File: src/rtl/pwl_act_pkg.sv
// Shared constants, function selector enum, default breakpoint tables and the
// saturation helper for the piecewise-linear activation pipeline.
package pwl_act_pkg;

    localparam int DEF_DATA_W   = 8;
    localparam int DEF_ADDR_W   = 4;
    localparam int DEF_NUM_FUNC = 3;
    localparam int DEF_NUM_SEG  = 2 ** DEF_ADDR_W;
    localparam int DEF_FSEL_W   = $clog2(DEF_NUM_FUNC);

    typedef enum logic [DEF_FSEL_W-1:0] {
        FUNC_TANH,
        FUNC_SIGMOID,
        FUNC_IDENT
    } func_e;

    typedef logic signed [DEF_DATA_W-1:0] bp_t;
    typedef bp_t bp_tab_t [DEF_NUM_FUNC][DEF_NUM_SEG+1];

    // Breakpoint k sits at z = k*16 - 128; tanh/sigmoid use x = z/32, scaled by 127.
    localparam bp_tab_t BP_DEFAULT = '{
        '{-8'sd127, -8'sd127, -8'sd126, -8'sd125, -8'sd122, -8'sd115, -8'sd97, -8'sd59,
          8'sd0, 8'sd59, 8'sd97, 8'sd115, 8'sd122, 8'sd125, 8'sd126, 8'sd127, 8'sd127},
        '{8'sd2, 8'sd4, 8'sd6, 8'sd10, 8'sd15, 8'sd23, 8'sd34, 8'sd48,
          8'sd64, 8'sd79, 8'sd93, 8'sd104, 8'sd112, 8'sd117, 8'sd121, 8'sd123, 8'sd125},
        '{8'sh80, -8'sd112, -8'sd96, -8'sd80, -8'sd64, -8'sd48, -8'sd32, -8'sd16,
          8'sd0, 8'sd16, 8'sd32, 8'sd48, 8'sd64, 8'sd80, 8'sd96, 8'sd112, 8'sd127}
    };

    function automatic bp_t sat(input logic signed [31:0] v);
        logic signed [31:0] hi;
        logic signed [31:0] lo;
        hi = (32'sd1 <<< (DEF_DATA_W - 1)) - 32'sd1;
        lo = -(32'sd1 <<< (DEF_DATA_W - 1));
        if (v > hi) begin
            return hi[DEF_DATA_W-1:0];
        end else if (v < lo) begin
            return lo[DEF_DATA_W-1:0];
        end
        return v[DEF_DATA_W-1:0];
    endfunction

endpackage

File: src/rtl/pwl_activation_pipe_lut.sv
// Dual-read breakpoint store returning P[f][idx] and P[f][idx+1].
// With PWL_LUT_WRITE_EN defined the tables are writable registers reloaded on rst.
module pwl_act_lut
    import pwl_act_pkg::*;
(
`ifdef PWL_LUT_WRITE_EN
    input  logic                  clk,
    input  logic                  rst,
    input  logic                  lut_we,
    input  logic [DEF_FSEL_W-1:0] lut_func,
    input  logic [DEF_ADDR_W:0]   lut_idx,
    input  bp_t                   lut_wdata,
`endif
    input  logic [DEF_FSEL_W-1:0] rd_func,
    input  logic [DEF_ADDR_W-1:0] rd_idx,
    output bp_t                   rd_base,
    output bp_t                   rd_next
);

    logic [DEF_ADDR_W:0] idx_lo;
    logic [DEF_ADDR_W:0] idx_hi;

    assign idx_lo = {1'b0, rd_idx};
    assign idx_hi = idx_lo + (DEF_ADDR_W + 1)'(1);

`ifdef PWL_LUT_WRITE_EN
    bp_tab_t tab_q;
    bp_tab_t tab_d;

    always_comb begin
        tab_d = tab_q;
        if (lut_we && (32'(lut_idx) <= DEF_NUM_SEG) && (32'(lut_func) < DEF_NUM_FUNC)) begin
            tab_d[lut_func][lut_idx] = lut_wdata;
        end
    end

    always_ff @(posedge clk) begin
        if (rst) begin
            tab_q <= BP_DEFAULT;
        end else begin
            tab_q <= tab_d;
        end
    end

    // Reads are from the registered table, so a same-cycle write is not yet visible.
    assign rd_base = tab_q[rd_func][idx_lo];
    assign rd_next = tab_q[rd_func][idx_hi];
`else
    assign rd_base = BP_DEFAULT[rd_func][idx_lo];
    assign rd_next = BP_DEFAULT[rd_func][idx_hi];
`endif

endmodule

File: src/rtl/pwl_activation_pipe.sv
// Three-stage piecewise-linear activation (LUT fetch, slope multiply, add+saturate)
// with a global stall. Optional runtime table writes via PWL_LUT_WRITE_EN.
module pwl_activation_pipe
    import pwl_act_pkg::*;
#(
    parameter int DATA_W   = DEF_DATA_W,
    parameter int ADDR_W   = DEF_ADDR_W,
    parameter int NUM_FUNC = DEF_NUM_FUNC,
    localparam int FRAC_W  = DATA_W - ADDR_W,
    localparam int FSEL_W  = $clog2(NUM_FUNC)
) (
    input  logic                     clk,
    input  logic                     rst,
    input  logic                     in_valid,
    output logic                     in_ready,
    input  logic signed [DATA_W-1:0] z_value,
    input  logic [FSEL_W-1:0]        func_sel,
    output logic                     out_valid,
    input  logic                     out_ready,
    output logic signed [DATA_W-1:0] a_value
`ifdef PWL_LUT_WRITE_EN
    ,
    input  logic                     lut_we,
    input  logic [FSEL_W-1:0]        lut_func,
    input  logic [ADDR_W:0]          lut_idx,
    input  logic signed [DATA_W-1:0] lut_wdata
`endif
);

    localparam int PROD_W = DATA_W + FRAC_W + 2;

    logic                     adv;
    logic [ADDR_W-1:0]        idx_s0;
    logic [FRAC_W-1:0]        rem_s0;
    logic [FSEL_W-1:0]        func_s0;
    logic signed [DATA_W-1:0] lut_base;
    logic signed [DATA_W-1:0] lut_next;

    logic vld_p1_q, vld_p1_d, vld_p2_q, vld_p2_d, vld_p3_q, vld_p3_d;
    logic signed [DATA_W-1:0] base_p1_q, base_p1_d, next_p1_q, next_p1_d;
    logic [FRAC_W-1:0]        rem_p1_q, rem_p1_d;
    logic signed [DATA_W-1:0] base_p2_q, base_p2_d;
    logic signed [PROD_W-1:0] prod_p2_q, prod_p2_d;
    logic signed [DATA_W-1:0] a_q, a_d;
    logic signed [DATA_W:0]   diff_s2;
    logic signed [31:0]       sum_s3;

    assign adv       = !vld_p3_q || out_ready;
    assign in_ready  = adv;
    assign out_valid = vld_p3_q;
    assign a_value   = a_q;

    // Offset-binary segment index: the most negative z maps to segment 0.
    assign idx_s0  = {~z_value[DATA_W-1], z_value[DATA_W-2:FRAC_W]};
    assign rem_s0  = z_value[FRAC_W-1:0];
    assign func_s0 = (32'(func_sel) < NUM_FUNC) ? func_sel : FSEL_W'(FUNC_TANH);

    pwl_act_lut u_lut (
`ifdef PWL_LUT_WRITE_EN
        .clk      (clk),
        .rst      (rst),
        .lut_we   (lut_we),
        .lut_func (lut_func),
        .lut_idx  (lut_idx),
        .lut_wdata(lut_wdata),
`endif
        .rd_func  (func_s0),
        .rd_idx   (idx_s0),
        .rd_base  (lut_base),
        .rd_next  (lut_next)
    );

    always_comb begin
        diff_s2   = $signed({next_p1_q[DATA_W-1], next_p1_q}) - $signed({base_p1_q[DATA_W-1], base_p1_q});
        sum_s3    = 32'(base_p2_q) + 32'(prod_p2_q >>> FRAC_W);
        vld_p1_d  = vld_p1_q;
        base_p1_d = base_p1_q;
        next_p1_d = next_p1_q;
        rem_p1_d  = rem_p1_q;
        vld_p2_d  = vld_p2_q;
        base_p2_d = base_p2_q;
        prod_p2_d = prod_p2_q;
        vld_p3_d  = vld_p3_q;
        a_d       = a_q;
        if (adv) begin
            // stage 1: capture the two bracketing breakpoints
            vld_p1_d  = in_valid;
            base_p1_d = lut_base;
            next_p1_d = lut_next;
            rem_p1_d  = rem_s0;
            // stage 2: segment slope times in-segment offset
            vld_p2_d  = vld_p1_q;
            base_p2_d = base_p1_q;
            prod_p2_d = diff_s2 * $signed({1'b0, rem_p1_q});
            // stage 3: floor-scaled add and saturate
            vld_p3_d  = vld_p2_q;
            if (vld_p2_q) begin
                a_d = sat(sum_s3);
            end
        end
    end

    always_ff @(posedge clk) begin
        if (rst) begin
            vld_p1_q <= 1'b0;
            vld_p2_q <= 1'b0;
            vld_p3_q <= 1'b0;
            a_q      <= '0;
        end else begin
            vld_p1_q <= vld_p1_d;
            vld_p2_q <= vld_p2_d;
            vld_p3_q <= vld_p3_d;
            a_q      <= a_d;
        end
    end

    always_ff @(posedge clk) begin
        base_p1_q <= base_p1_d;
        next_p1_q <= next_p1_d;
        rem_p1_q  <= rem_p1_d;
        base_p2_q <= base_p2_d;
        prod_p2_q <= prod_p2_d;
    end

endmodule

File: config.mk
export PLATFORM = sky130hd
export DESIGN_NAME = pwl_activation_pipe
export DESIGN_NICKNAME = d
export VERILOG_FILES = /design/src/rtl/pwl_act_pkg.sv /design/src/rtl/pwl_activation_pipe_lut.sv /design/src/rtl/pwl_activation_pipe.sv
export SDC_FILE = /design/constraint.sdc
export NUM_CORES = 1
export LEC_CHECK = 0
export CORE_ASPECT_RATIO = 0.7
export CORE_MARGIN = 4
export CORE_UTILIZATION = 55
export DETAILED_ROUTE_END_ITERATION = 12
export PLACE_DENSITY = 0.74
export REMOVE_ABC_BUFFERS = 1
export SKIP_LAST_GASP = 1
export SYNTH_ARGS = -nofsm -noshare
export SYNTH_HDL_FRONTEND = slang
export SYNTH_HIERARCHICAL = 1
export SYNTH_SLANG_ARGS = --single-unit
File: constraint.sdc
create_clock -name clk -period 5.7 [get_ports clk]
set_input_delay 1.14 -clock clk [delete_from_list [all_inputs] [get_ports clk]]
set_output_delay 1.14 -clock clk [all_outputs]
set_load 0.02 [all_outputs]
==> results of run 1 <==
sequential cells by signal, summed over array words and instances (netlist names), 4 cells and up:
signal	flops
a_value	8
base_p1_q	8
base_p2_q	8
next_p1_q	8
prod_p2_q	10
rem_p1_q	4
power groups by stage:
stage / Combinational (W) / Sequential (W) / Clock, W
after CTS: 0.00159 / 0.000562 / 0.000313
final: 0.00161 / 0.000561 / 0.000313
after detailed placement: 0.00157 / 0.000570 / 0
after global routing: 0.00185 / 0.000568 / 0.000326
after floorplan: 0.00126 / 0.000562 / 0
after global placement: 0.00152 / 0.000567 / 0
routing by layer:
metal  share of wire, %  up-vias  GRT usage (%)
met5                  0        -              0
met4               0.81        0           3.85
met3                5.5        9           3.23
met2                 42      103           31.6
met1                 51     1712           30.8
li1                   -     1849              -
final cells by class:
cell class | count | area share, %
clock inverters | 3 | 0.476
multi-input cells | 379 | 58.4
flip-flops and latches | 49 | 25.9
clock buffers | 5 | 2.38
inverters | 66 | 4.72
well taps | 120 | 2.86
repair buffers | 29 | 5.24
final timing paths:
kind / end / slack, ns / depth (start not counted)
max reg2reg: prod_p2_q[13]$_DFFE_PN_ / 0.25 / 20
max: prod_p2_q[13]$_DFFE_PN_ / 0.25 / 20
min reg2reg: a_value[7]$_SDFFE_PP0P_ / 0.45 / 2
min: a_value[7]$_SDFFE_PP0P_ / 0.45 / 2
cells by family (layout without fill, tap and decap cells):
family / after synthesis / count (layout)
adder cells (fa/ha/maj): 67 / 67
AND/OR/NAND/NOR: 147 / 147
AO/OA/AOI/OAI: 131 / 131
XOR/XNOR: 29 / 29
buffers and inverters: 89 / 103
multiplexers: 5 / 5
flip-flops: 49 / 49
Yosys cell counts, drive strengths merged, types with 3 or more instances:
cell,instances,area (um^2)
a2111oi,6,78.8
a211o,3,26.3
a211oi,7,52.6
a21o,6,45.0
a21oi,40,204
a22oi,3,27.5
a311oi,3,26.3
a31o,4,35.0
a31oi,6,37.5
and2,23,144
and3,5,31.3
buf,17,105
clkbuf,6,22.5
dfxtp,11,220
edfxtp,38,1140
fa,20,400
ha,47,588
inv,66,248
mux2i,4,40.0
nand2,26,97.6
nand2b,7,43.8
nand3,7,47.6
nor2,28,115
nor2b,21,131
nor3,10,50.1
o211ai,3,22.5
o21ai,29,145
o21bai,5,41.3
or2,3,18.8
or3,3,18.8
or4,3,26.3
xnor2,20,190
xor2,8,88.8
worst register-to-register path, stage by stage, from the launching register on:
cell and delay, ns:
edfxtp_1 0.44, buf_4 0.17, fa_2 0.39, nor2b_1 0.14, o21ai_1 0.09, nor2b_1 0.16, xnor2_2 0.16, and2_1 0.18
ha_1 0.32, fa_1 0.55, inv_1 0.06, fa_1 0.52, inv_1 0.04, ha_1 0.22, or4_4 0.53, a21oi_2 0.13
a22oi_2 0.09, a31o_1 0.26, and4_4 0.20, a2111oi_4 0.31, xnor3_1 0.25
metrics by stage:
stage / hold WS [ns] / setup TNS [ns] / std cells
floorplan: 0.426 / 0 / 494
detailed placement: 0.448 / 0 / 641
global route: 0.484 / -0.0285 / 651
global placement: 0.437 / 0 / 641
finish: 0.453 / 0 / 651
CTS: 0.458 / 0 / 649
repair_timing:
action | 4_1_cts | 5_1_grt
setup buffers | 0 | 2
hold endpoints to repair | 0 | 0
gates resized for setup | 0 | 9
endpoints found under the setup margin | 0 | 2
==> impl_metrics.toml, run 1 <==
[outcome]
status = "finished clean"

[clocking]
cts.sinks = 49
clk_path_buf_depth = 2
cts_tree = "yes"
clockRootBuffer = "clkbuf_16"
cts_made_buffers = 5
insertion_delay_ns = 0.30
cts_hold_buf = 0
clk_pin_slew_ns = 0.07
htreeDepth = 2

[drt]
wl_per_cell_um = 15.7
drt.antenna.violating_nets = 0
drt_pre_antenna_iters = 5
viasPerCell = 5.64
drc_errors = 0
wl_mm = 10.2
vias = 3673
drt_iter0_drc = 275

[critical_path]
endpoint_kind = "register"
crit_path_max_fanout = 4
critical-path-max-stage-delay_ns = 0.55
critical-path-top-delay-family = "adder cells"
crit_buf_inv = 3
required_ns = 5.75
cp.arrival_ns = 5.50
startpoint = "base_p1_q[1]$_DFFE_PN_"
crit_type = "reg -> reg"
r2r-start = "base_p1_q[1]$_DFFE_PN_"
cp_slowest_cell = "fa_1"
cp-start-kind = "register"
crit_chain = "buf_4 -> fa_2 -> nor2b_1 -> o21ai_1 -> nor2b_1 -> xnor2_2 -> and2_1 -> ha_1 -> fa_1 -> inv_1 -> fa_1 -> inv_1 -> ha_1 -> or4_4 -> a21oi_2 -> a22oi_2 -> a31o_1 -> and4_4 -> a2111oi_4 -> xnor3_1"

[min_path]
min_from = "a_value[7]$_SDFFE_PP0P_"
min-delay-path-class = "reg -> reg"

[sta]
relSlewSlack_pct = 37.1
fin_ws_ns = 0.253
finalHoldViolations = 0
tightest_slew_ns = 0.941
finalClockSkew_ns = 0.00803
finalMaxSlewViolations = 0
timing.final.setup_violations = 0
finalCritPeriodShare_pct = 95.6
max_freq_ghz = 0.184
finalCriticalPeriod_ns = 5.45

[floorplanning]
die_x_um = 119
coreArea_um2 = 8440
rows = 28
start_util_pct = 56.6
dieArea_um2 = 10300
die_y_um = 86.0
io_pins = 24

[placement]
dp_slack_ns = 0.148
port_buffers = 23
placed_cell_area_um2 = 5060
gp_congestion = 0.929
hpwl_mm = 7.64

[power_and_ir_drop]
p_total_w = 0.00249
p_clk_share_pct = 12.6
ir_drop_mv = 0.227
seq_power_share_pct = 22.6
p_leak_nw = 2.31
power-per-cell-area_nw_per_um2 = 473
switching_share_pct = 42.8
switching_power_w = 0.00106
cell_internal_pwr_w = 0.00142
power_frac_comb_pct = 64.8

[logic_synthesis]
yosysSeqAreaShare_pct = 28.5
syn_avg_cell_area_um2 = 9.24
synth-xor-area-share_pct = 6.31
async_flop_share_pct = 0
synth-simple-area-share_pct = 17.0
synth_edf_count = 38
netlist_area_um2 = 4780
synth-main-ff-cell = "edfxtp_1"
ys_warn_count = 6
ys_seq_elements = 49
yosysUniqueCellTypes = 77
synthAdderAreaFrac_pct = 20.7
synth_top_family_by_area = "adder cells"
synthMuxAreaShare_pct = 1.07
syn_inst = 517
synth_compound_area_share_pct = 18.5

[finish]
final_cell_mix = "65 x inv_1, 46 x ha_1, 39 x a21oi_1"
fill_cells = 687
drive_gt1_share_pct = 7.34
multiInputGateArea_um2 = 3070
seqCellArea_um2 = 1360
final_common_cell = "inv_1"
area_growth_pct = 10.0
fin_util_pct = 62.2
antenna_cells = 0
design_area_um2 = 5250
nNetsFinal = 611

[grt]
grt_pass1_vias = 3471
grt_max_degree = 45
grt_pass1_wl_mm = 17.1
antenna_found_initial = 0
grt_overflow = 0
grtUsageTotal_pct = 20.5

[job]
drv_cap = 0
Power figures use the tool's default switching activity.
==> run 2, diff against run 1 <==
--- a/config.mk
+++ b/config.mk
@@ -5,14 +5,12 @@
 export SDC_FILE = /design/constraint.sdc
 export NUM_CORES = 1
 export LEC_CHECK = 0
-export CORE_ASPECT_RATIO = 0.7
+export CORE_ASPECT_RATIO = 1.25
 export CORE_MARGIN = 4
-export CORE_UTILIZATION = 55
+export CORE_UTILIZATION = 40
 export DETAILED_ROUTE_END_ITERATION = 12
-export PLACE_DENSITY = 0.74
 export REMOVE_ABC_BUFFERS = 1
 export SKIP_LAST_GASP = 1
 export SYNTH_ARGS = -nofsm -noshare
 export SYNTH_HDL_FRONTEND = slang
-export SYNTH_HIERARCHICAL = 1
 export SYNTH_SLANG_ARGS = --single-unit
==> run 2 against run 1 <==
Final area shrank 3.7%. Non-clock buffer count shrank 4. Largest power group unchanged. Synthesized cell count shrank 4.6%.
==> impl_metrics.toml, run 2 <==
[finish]
nNetsFinal = 596
fill_cells = 1089
design_area_um2 = 5060
final_cells = 645
antenna_cells = 0
largest_register_ffs = 10
multiInputGateArea_um2 = 2870
final_common_cell = "inv_1"
seqCellArea_um2 = 1360
area_growth_pct = 11.3
final_cell_mix = "69 x inv_1, 51 x ha_1, 38 x edfxtp_1"
largest-register = "prod_p2_q"
drive_gt1_share_pct = 4.12

[grt]
grtUsageTotal_pct = 14.7
grt_pass1_vias = 3497
grt_overflow = 0
antenna_found_initial = 0
grt_max_degree = 45
grt_pass1_wl_mm = 15.6

[critical_path]
crit_chain = "inv_1 -> ha_1 -> nor2b_1 -> o21ai_0 -> a21boi_0 -> o21ai_0 -> a21oi_1 -> xor2_1 -> and2_1 -> ha_1 -> fa_1 -> inv_1 -> fa_1 -> inv_1 -> ha_1 -> a21o_1 -> a21o_1 -> a21oi_1 -> nor2b_1 -> a311oi_1 -> xnor2_1"
critical-path-max-stage-delay_ns = 0.51
crit_type = "reg -> reg"
critical-path-top-delay-family = "adder cells"
crit_buf_inv = 3
crit_path_max_fanout = 4
cp_slowest_cell = "fa_1"
endpoint_kind = "register"
cp-start-kind = "register"
required_ns = 5.74
cp.arrival_ns = 4.92

[drt]
drt_iter0_drc = 128
wl_mm = 9.11
wl_per_cell_um = 14.1
drt_pre_antenna_iters = 4
drt.antenna.violating_nets = 0
vias = 3511
drc_errors = 0
viasPerCell = 5.44

[placement]
hpwl_mm = 7.32
gp_congestion = 0.842
placed_cell_area_um2 = 4900
place_inst = 637
port_buffers = 23

[sta]
finalSetupTns_ns = 0
finalCritPeriodShare_pct = 85.6
relSlewSlack_pct = 45.7
max_freq_ghz = 0.205
finalClockSkew_ns = 0.00740
finalMaxSlewViolations = 0
tightest_slew_ns = 0.812
rsz0062_at_grt = "false"
finalCriticalPeriod_ns = 4.88
finalHoldViolations = 0
whs_ns = 0.458
timing.final.setup_violations = 0

[logic_synthesis]
synth-main-ff-cell = "edfxtp_1"
synth_top_area_share_pct = 25.1
synth_common_cells = "69 x inv_1, 51 x ha_1, 38 x edfxtp_1"
yosysUniqueCellTypes = 56
ys_seq_elements = 49
ys_warn_count = 0
synthMostInstantiatedCell = "inv_1"
netlist_area_um2 = 4540
yosysSeqAreaShare_pct = 30.0
syn_inst = 493
syn_avg_cell_area_um2 = 9.22
synth_edf_count = 38
netlist_top_cells_area = "edfxtp_1 25%, ha_1 14%, fa_1 9.7%"
yosysTopAreaCell = "edfxtp_1"
async_flop_share_pct = 0

[power_and_ir_drop]
cell_internal_pwr_w = 0.00143
power-per-cell-area_nw_per_um2 = 477
seq_power_share_pct = 23.7
switching_share_pct = 40.8
p_leak_nw = 2.27
switching_power_w = 0.000984
ir_drop_mv = 0.200
power_frac_comb_pct = 63.4
p_clk_share_pct = 12.9

[clocking]
cts_tree = "yes"
cts.sinks = 49
insertion_delay_ns = 0.29
post_cts_buffers = 0
cts_made_buffers = 5
clk_pin_slew_ns = 0.06
clk_path_buf_depth = 2
cts_resized = 0
cts_hold_buf = 0
htreeDepth = 2
clockRootBuffer = "clkbuf_16"

[floorplanning]
die_y_um = 127
dieArea_um2 = 13100
start_util_pct = 41.0
die_x_um = 103
io_pins = 24
rows = 43
coreArea_um2 = 11100

[job]
drv_cap = 0

[outcome]
status = "finished clean"

[min_path]
min-delay-path-class = "reg -> reg"
run 2: cell count changes after synthesis, sizes merged, moves of 5 or more:
cell     before  now
nor2b        21   16
a2111oi       6    1
o21bai        5    0
nand2        26   33
buf          17    2
a221o         0    7
clkbuf        6   14
nor2         28   34
a21oi        40   35
run 2: logic make-up (layout without fill, tap and decap cells):
family | count (synthesis) | count (layout) | synth area share [%]
xor+xnor | 25 | 25 | 4.82
flops | 49 | 49 | 30.0
compound gates | 124 | 124 | 18.4
buf+inv | 85 | 102 | 7.02
mux | 7 | 7 | 1.60
fa+ha+maj | 73 | 73 | 23.7
simple gates | 130 | 130 | 14.5
run 2: area by class of cell:
cell class | instances | share of cell area, %
multi-input cells | 359 | 56.7
flip-flops and latches | 49 | 26.9
inverters | 69 | 5.12
repair buffers | 25 | 4.85
well taps | 135 | 3.34
clock buffers | 7 | 3.02
clock inverters | 1 | 0.0989
run 2: power groups by stage:
stage	sequential [W]	combinational, W	clock, W
floorplan	0.000591	0.00123	0
global placement	0.000580	0.00150	0
detailed placement	0.000583	0.00155	0
CTS	0.000576	0.00156	0.000319
global route	0.000582	0.00178	0.000337
finish	0.000573	0.00153	0.000311
run 2: worst reg2reg max path, delay by kind of cell (launching register included):
family	cells	cell delay [ns]
xor+xnor	2	0.27
buf+inv	3	0.18
flops	1	0.43
fa+ha+maj	5	1.87
compound gates	8	1.51
simple gates	3	0.37
run 2: stage by stage:
| stage | util [%] | setup slack, ns | power [W] |
|---|---|---|---|
| after floorplan | - | 1.13 | 0.00182 |
| after detailed placement | 44.2 | 0.801 | 0.00213 |
| after global routing | 45.6 | 0.349 | 0.00270 |
| after CTS | 45.6 | 0.784 | 0.00245 |
| after global placement | 44.2 | 0.898 | 0.00208 |
| final | 45.6 | 0.820 | 0.00241 |
run 2: path summary, 6_finish.rpt:
| kind | cells past startpoint | start | slack [ns] | end |
|---|---|---|---|---|
| worst max-delay path | 21 | base_p1_q[1]$_DFFE_PN_ | 0.82 | prod_p2_q[13]$_DFFE_PN_ |
| worst min-delay path | 0 | base_p1_q[0]$_DFFE_PN_ | 0.46 | base_p2_q[0]$_DFFE_PN_ |
| worst max register to register | 21 | base_p1_q[1]$_DFFE_PN_ | 0.82 | prod_p2_q[13]$_DFFE_PN_ |
| worst min register to register | 0 | base_p1_q[0]$_DFFE_PN_ | 0.46 | base_p2_q[0]$_DFFE_PN_ |
run 2: per-layer routing:
layer / share of wire [%] / wire length [um] / vias up / track usage [%]
met5: 0 / 0 / - / 0
met4: 2.8 / 256 / 0 / 5.87
met3: 3.4 / 313 / 17 / 2.29
met2: 57 / 5160 / 66 / 28.8
met1: 37 / 3380 / 1669 / 15.1
li1: - / - / 1759 / -
==> run 3, diff against run 2 <==
--- a/config.mk
+++ b/config.mk
@@ -9,6 +9,7 @@
 export CORE_MARGIN = 4
 export CORE_UTILIZATION = 40
 export DETAILED_ROUTE_END_ITERATION = 12
+export HOLD_SLACK_MARGIN = 0.06
 export REMOVE_ABC_BUFFERS = 1
 export SKIP_LAST_GASP = 1
 export SYNTH_ARGS = -nofsm -noshare
==> results of run 3 <==
Final layout, timing and power as in run 2 (identical DEF).
